--- src/rtl/multicycle_controller.sv ---
// -----------------------------------------------------------------------------
// multicycle_controller
//
// Sequencing FSM for a multicycle RV32I datapath: shared instruction/data
// memory, one ALU, and IR/OldPC/ALUOut/Data registers. It decodes the opcode
// held in the IR and steps each instruction through 3-5 states. It drives every
// datapath select and write strobe, and it contains the ALU function decode.
// Supported instructions: lw, sw, R-type, I-type ALU, jal and beq. Any other
// opcode returns to FETCH after DECODE and has no architectural effect.
//
// Optional feature: define BNE_EN to add bne. A taken branch then needs
// Zero=0 when funct3[0]=1. Without BNE_EN, bne behaves like beq.
//
// Ports:
//   clk, rst_n   core clock (rising edge) and asynchronous active-low reset
//   op           IR[6:0]
//   funct3       IR[14:12]
//   funct7b5     IR[30]
//   Zero         ALU zero flag
//   PCWrite      PC register enable
//   AdrSrc       memory address select (0=PC, 1=ALUOut/Result)
//   MemWrite     memory write strobe
//   IRWrite      IR and OldPC load enable
//   ResultSrc    result select (00=ALUOut, 01=Data, 10=ALUResult)
//   ALUSrcA      ALU operand A (00=PC, 01=OldPC, 10=rd1)
//   ALUSrcB      ALU operand B (00=rd2, 01=ImmExt, 10=constant 4)
//   RegWrite     register file write enable
//   ImmSrc       immediate format (00=I, 01=S, 10=B, 11=J)
//   ALUControl   ALU operation (000 add, 001 sub, 010 and, 011 or, 101 slt)
//   state        current FSM state, for debug
// -----------------------------------------------------------------------------
module multicycle_controller #(
  parameter int STATE_W = 4
) (
  input  logic               clk,
  input  logic               rst_n,
  input  logic [6:0]         op,
  input  logic [2:0]         funct3,
  input  logic               funct7b5,
  input  logic               Zero,
  output logic               PCWrite,
  output logic               AdrSrc,
  output logic               MemWrite,
  output logic               IRWrite,
  output logic [1:0]         ResultSrc,
  output logic [1:0]         ALUSrcA,
  output logic [1:0]         ALUSrcB,
  output logic               RegWrite,
  output logic [1:0]         ImmSrc,
  output logic [2:0]         ALUControl,
  output logic [STATE_W-1:0] state
);

  typedef enum logic [STATE_W-1:0] {
    FETCH    = STATE_W'(0),
    DECODE   = STATE_W'(1),
    MEMADR   = STATE_W'(2),
    MEMREAD  = STATE_W'(3),
    MEMWB    = STATE_W'(4),
    MEMWRITE = STATE_W'(5),
    EXECR    = STATE_W'(6),
    ALUWB    = STATE_W'(7),
    EXECI    = STATE_W'(8),
    JAL      = STATE_W'(9),
    BEQ      = STATE_W'(10)
  } state_t;

  localparam logic [6:0] OP_LW   = 7'b0000011;
  localparam logic [6:0] OP_SW   = 7'b0100011;
  localparam logic [6:0] OP_R    = 7'b0110011;
  localparam logic [6:0] OP_I    = 7'b0010011;
  localparam logic [6:0] OP_JAL  = 7'b1101111;
  localparam logic [6:0] OP_BEQ  = 7'b1100011;

  state_t     state_q, state_d;
  logic       pc_update, branch, branch_taken;
  logic       ir_write, mem_write, reg_write;
  logic [1:0] alu_op;

  // NOTE: state registers use non-blocking assignments so every flop samples
  // its pre-edge value and simulation matches the synthesized hardware.
  always_ff @(posedge clk or negedge rst_n) begin
    if (!rst_n) state_q <= FETCH;
    else        state_q <= state_d;
  end

  // NOTE: each signal gets a default before the case statement. Any state that
  // does not assign a signal then keeps the default, so no latch is inferred.
  always_comb begin
    state_d   = FETCH;
    pc_update = 1'b0;
    branch    = 1'b0;
    ir_write  = 1'b0;
    mem_write = 1'b0;
    reg_write = 1'b0;
    alu_op    = 2'b00;
    AdrSrc    = 1'b0;
    ResultSrc = 2'b00;
    ALUSrcA   = 2'b00;
    ALUSrcB   = 2'b00;
    case (state_q)
      FETCH: begin
        ir_write  = 1'b1;
        ALUSrcB   = 2'b10;
        ResultSrc = 2'b10;
        pc_update = 1'b1;
        state_d   = DECODE;
      end
      DECODE: begin
        // The ALU computes OldPC + imm here, ahead of a possible branch or jump.
        ALUSrcA = 2'b01;
        ALUSrcB = 2'b01;
        case (op)
          OP_LW, OP_SW: state_d = MEMADR;
          OP_R:         state_d = EXECR;
          OP_I:         state_d = EXECI;
          OP_JAL:       state_d = JAL;
          OP_BEQ:       state_d = BEQ;
          default:      state_d = FETCH;
        endcase
      end
      MEMADR: begin
        ALUSrcA = 2'b10;
        ALUSrcB = 2'b01;
        state_d = (op == OP_LW) ? MEMREAD : MEMWRITE;
      end
      MEMREAD: begin
        AdrSrc  = 1'b1;
        state_d = MEMWB;
      end
      MEMWB: begin
        ResultSrc = 2'b01;
        reg_write = 1'b1;
      end
      MEMWRITE: begin
        AdrSrc    = 1'b1;
        mem_write = 1'b1;
      end
      EXECR: begin
        ALUSrcA = 2'b10;
        alu_op  = 2'b10;
        state_d = ALUWB;
      end
      ALUWB: reg_write = 1'b1;
      EXECI: begin
        ALUSrcA = 2'b10;
        ALUSrcB = 2'b01;
        alu_op  = 2'b10;
        state_d = ALUWB;
      end
      JAL: begin
        ALUSrcA   = 2'b01;
        ALUSrcB   = 2'b10;
        pc_update = 1'b1;
        state_d   = ALUWB;
      end
      BEQ: begin
        ALUSrcA = 2'b10;
        alu_op  = 2'b01;
        branch  = 1'b1;
      end
      default: state_d = FETCH;
    endcase
  end

`ifdef BNE_EN
  assign branch_taken = branch & (Zero ^ funct3[0]);
`else
  assign branch_taken = branch & Zero;
`endif

  // The reset register already selects the FETCH state. FETCH itself raises
  // IRWrite and PCWrite, so all strobes are also gated by rst_n. This keeps the
  // datapath inactive while reset is held.
  assign PCWrite  = rst_n & (pc_update | branch_taken);
  assign IRWrite  = rst_n & ir_write;
  assign MemWrite = rst_n & mem_write;
  assign RegWrite = rst_n & reg_write;

  always_comb begin
    ImmSrc = 2'b00;
    case (op)
      OP_SW:   ImmSrc = 2'b01;
      OP_BEQ:  ImmSrc = 2'b10;
      OP_JAL:  ImmSrc = 2'b11;
      default: ImmSrc = 2'b00;
    endcase
  end

  always_comb begin
    ALUControl = 3'b000;
    case (alu_op)
      2'b01: ALUControl = 3'b001;
      2'b10: begin
        case (funct3)
          // op[5] separates R-type from I-type, because addi has no subtract.
          3'b000:  ALUControl = (op[5] & funct7b5) ? 3'b001 : 3'b000;
          3'b010:  ALUControl = 3'b101;
          3'b110:  ALUControl = 3'b011;
          3'b111:  ALUControl = 3'b010;
          default: ALUControl = 3'b000;
        endcase
      end
      default: ALUControl = 3'b000;
    endcase
  end

  assign state = state_q;

endmodule
--- config.mk ---
export PLATFORM = sky130hd
export DESIGN_NAME = multicycle_controller
export DESIGN_NICKNAME = d
export VERILOG_FILES = /design/src/rtl/multicycle_controller.sv
export SDC_FILE = /design/constraint.sdc
export NUM_CORES = 1
export LEC_CHECK = 0
export ABC_AREA = 0
export BUFFER_PORTS_ARGS = -buffer_cell sky130_fd_sc_hd__buf_2
export CORE_MARGIN = 5
export CORE_UTILIZATION = 30
export DETAILED_ROUTE_END_ITERATION = 16
export GPL_ROUTABILITY_DRIVEN = 0
export PLACE_DENSITY = 0.65
export SYNTH_ARGS = -nofsm -noshare
export SYNTH_HDL_FRONTEND = slang
export SYNTH_SLANG_ARGS = --single-unit
--- constraint.sdc ---
create_clock -name clk -period 1.6 [get_ports clk]
set_clock_uncertainty 0.1 [all_clocks]
set_input_delay 0.08 -clock clk [delete_from_list [all_inputs] [get_ports clk]]
set_output_delay 0.08 -clock clk [all_outputs]
set_load 0.02 [all_outputs]
==> impl_metrics.csv <==
group,metric,value,unit
synthesis,synth_most_common_cell,"nor2_1",
power,p_sw_share,47.48,%
timing,min_period,1.921,ns
power,power_frac_clock,13.1,%
setup_path,reg2regPathDepth,8,
power,leakagePower,0.5530,nW
floorplanning,core_area,1727,µm²
synthesis,netlist_top_cells_count,"nor2_1, nand2_1, inv_1",
worst_hold_path,worstHoldStart,"op[1]",
power,p_total,1.109,mW
timing,whs,0.007871,ns
synthesis,yosysUniqueCellTypes,31,
synthesis,synthesis.instances,83,
floorplanning,die_area,2761,µm²
cells_and_area,antenna_cells,0,
synthesis,synth_area,543.0,µm²
synthesis,synth.area.top_cells,"dfrtp_1, nor2_1, xnor2_1",
timing,setup_violations,7,
power,p_switching,526.7,µW
synthesis,ys.flop_type,"dfrtp_1",
cts,cts_num_sinks,4,
cells_and_area,syn_to_final_growth,124.2,%
power,p_int,582.6,µW
synthesis,synth_nets,99,
timing,report.final.hold_viol_count,0,
timing,grt_setup_unrepaired,"yes",
synthesis,ys_seq_area_share,18.43,%
timing,drv_slew,0,
outcome,status,"finished, violations left",
synthesis,yosysWarnings,0,
floorplanning,fp.dieW,52.55,µm
timing,fmax,520.6,MHz
synthesis,async_flop_share,100.0,%
timing,tightest_slew,0.3009,ns
cells_and_area,drive_above_1_share,62.14,%
setup_path,r2r-end,"state[2]",
cells_and_area,fin_nets,157,
cts,h-tree-depth,1,
worst_hold_path,worstHoldEndpoint,"state[3]",
routing,viasPerCell,5.030,
routing,first_pass_iters,4,
placement,pre_cts_ws,-0.1314,ns
routing,vias,830,
global_routing,grt-ovfl-total,0,
synthesis,synth_edf_count,0,
placement,placed_cell_area,885.9,µm²
synthesis,yosysTopAreaCellShare,18.43,%
floorplanning,die_h,52.55,µm
timing,max_slew_margin,79.77,%
setup_path,worstSetupEndpointType,"primary output",
placement,dp_hpwl,1439,µm
routing,drc,0,
setup_path,startpoint_type,"flop",
cells_and_area,post-route-cell-area,1217,µm²
worst_hold_path,worstHoldPathCells,3,
setup_path,reg2reg_slack,0.04,ns
outcome,violations,"setup timing",
cts,clk_pin_slew,0.04,ns
setup_path,crit_type,"reg2out",
floorplanning,rows,15,
worst_hold_path,hp-class,"in2reg",
synthesis,yosys.area.top_type,"dfrtp_1",
global_routing,grt_max_degree,11,
placement,place.port_buffers,33,
power,pwr_density_cell,911.2,nW/µm²
cts,cts_root_buf,"clkbuf_4",
global_routing,grt_pass1_vias,759,
global_routing,grt_usage,15.32,%
cells_and_area,largest_reg_flops,4,
synthesis,ys_seq_elements,4,
power,peakVddDrop,0.0004746,V
synthesis,syn_area_per_cell,6.542,µm²
routing,drtAntennaViolNets,0,
timing,fin_crit_sh,120.0,%
power,pwr-share-seq,13.1,%
cts,cts_tree,"done",
setup_path,crit_required,1.42,ns
setup_path,r2r-start,"state[3]",
cells_and_area,final_util,70.51,%
routing,wirelength,2418,µm
power,pwr-share-comb,73.8,%
cts,cts.path.max_buffers,2,
global_routing,antenna_found_initial,0,
global_routing,grt_pass1_wl,3160,µm
floorplanning,start_util,31.45,%
flow_run,maxCapViolations,0,
cts,insertion_delay,0.25,ns
cts,cts_buffers,3,
routing,wl_per_cell,14.65,µm
timing,final.setup.worst_slack,-0.3207,ns
setup_path,critical_path.max_fanout,4,
floorplanning,ios,34,
setup_path,arrival,1.74,ns
routing,drt_iter0_drc,9,
## stage by stage
step	instances	setup TNS (ns)
after floorplan	83	-0.2229
after global placement	149	-0.09986
after detailed placement	149	-0.1641
after CTS	161	-1.429
after global routing	165	-1.870
final	165	-1.248
## cell type report
type | instances | area (µm²)
timing repair buffer | 57 | 439.2
clock buffer | 4 | 26.28
sequential | 4 | 103.9
inverter | 8 | 30.03
multi-input combinational | 67 | 586.8
fill | 155 | 509.2
tap | 25 | 31.28
## logic make-up (layout without fill, tap and decap cells)
logic type | after synthesis | in the layout | synth area share (%)
simple gates | 43 | 43 | 40.32
fa+ha+maj | 3 | 3 | 6.451
flops | 4 | 4 | 18.43
xor+xnor | 4 | 4 | 6.451
compound gates | 17 | 17 | 19.36
buf+inv | 12 | 69 | 8.985
## worst max-delay path, cell delays in order, from the launching register on
cell and delay, ns:
dfrtp_2 0.44, nor2_4 0.14, nand2_2 0.08, a21oi_4 0.20, ha_4 0.18, nand2_4 0.07, nor4_4 0.20, buf_4 0.18
## worst max path at each step
stage               slack [ns]            end     start  cells after the start
floorplan                -0.22  ALUControl[2]  state[2]                      7
global placement         -0.09  ALUControl[2]  state[2]                      7
detailed placement       -0.13  ALUControl[2]  state[2]                      7
CTS                      -0.28  ALUControl[2]  state[2]                      7
global route             -0.41  ALUControl[2]  state[2]                      7
finish                   -0.32  ALUControl[2]  state[2]                      7
## cell usage in the layout (no fill, tap or decap), types with 2 or more instances in the layout
| master | count |
|---|---|
| and2_1 | 2 |
| nand3_1 | 4 |
| buf_2 | 22 |
| o21ai_0 | 2 |
| nor3_2 | 3 |
| o21ai_1 | 2 |
| nor2_1 | 8 |
| ha_4 | 2 |
| a21oi_1 | 4 |
| nand2_1 | 4 |
| a21oi_4 | 2 |
| nand2_2 | 2 |
| xnor2_1 | 3 |
| clkbuf_4 | 3 |
| dfrtp_2 | 3 |
| nand2b_4 | 2 |
| buf_6 | 9 |
| nor4_4 | 2 |
| nor2_4 | 4 |
| dlygate4sd3_1 | 2 |
| buf_4 | 21 |
| buf_8 | 2 |
| inv_1 | 7 |
| nand2_4 | 2 |
| or3_1 | 2 |
## metal layers
metal  global-route usage (%)  up-vias  wire length, µm
li1                         -      404                -
met1                    16.07      396              915
met4                    8.085        0               24
met5                        0        -                0
met2                    28.93       28             1379
met3                    1.994        2               99
## power groups by stage
stage          clock (mW)  sequential (mW)  combinational, mW
4_1_cts             0.146            0.138              0.718
3_5_place_dp            0            0.140              0.578
2_1_floorplan           0            0.164              0.330
3_3_place_gp            0            0.140              0.566
6_report            0.145            0.145              0.819
5_1_grt             0.160            0.147              0.871
## repair_timing
| action | CTS | global route |
|---|---|---|
| setup buffers | 6 | 7 |
| hold buffers | 2 | 0 |
| hold endpoints to repair | 5 | 0 |
| setup endpoints to repair | 8 | 14 |
| pin swaps | 10 | 9 |
| resized for setup | 26 | 24 |
(Power assumes the default switching activity.)
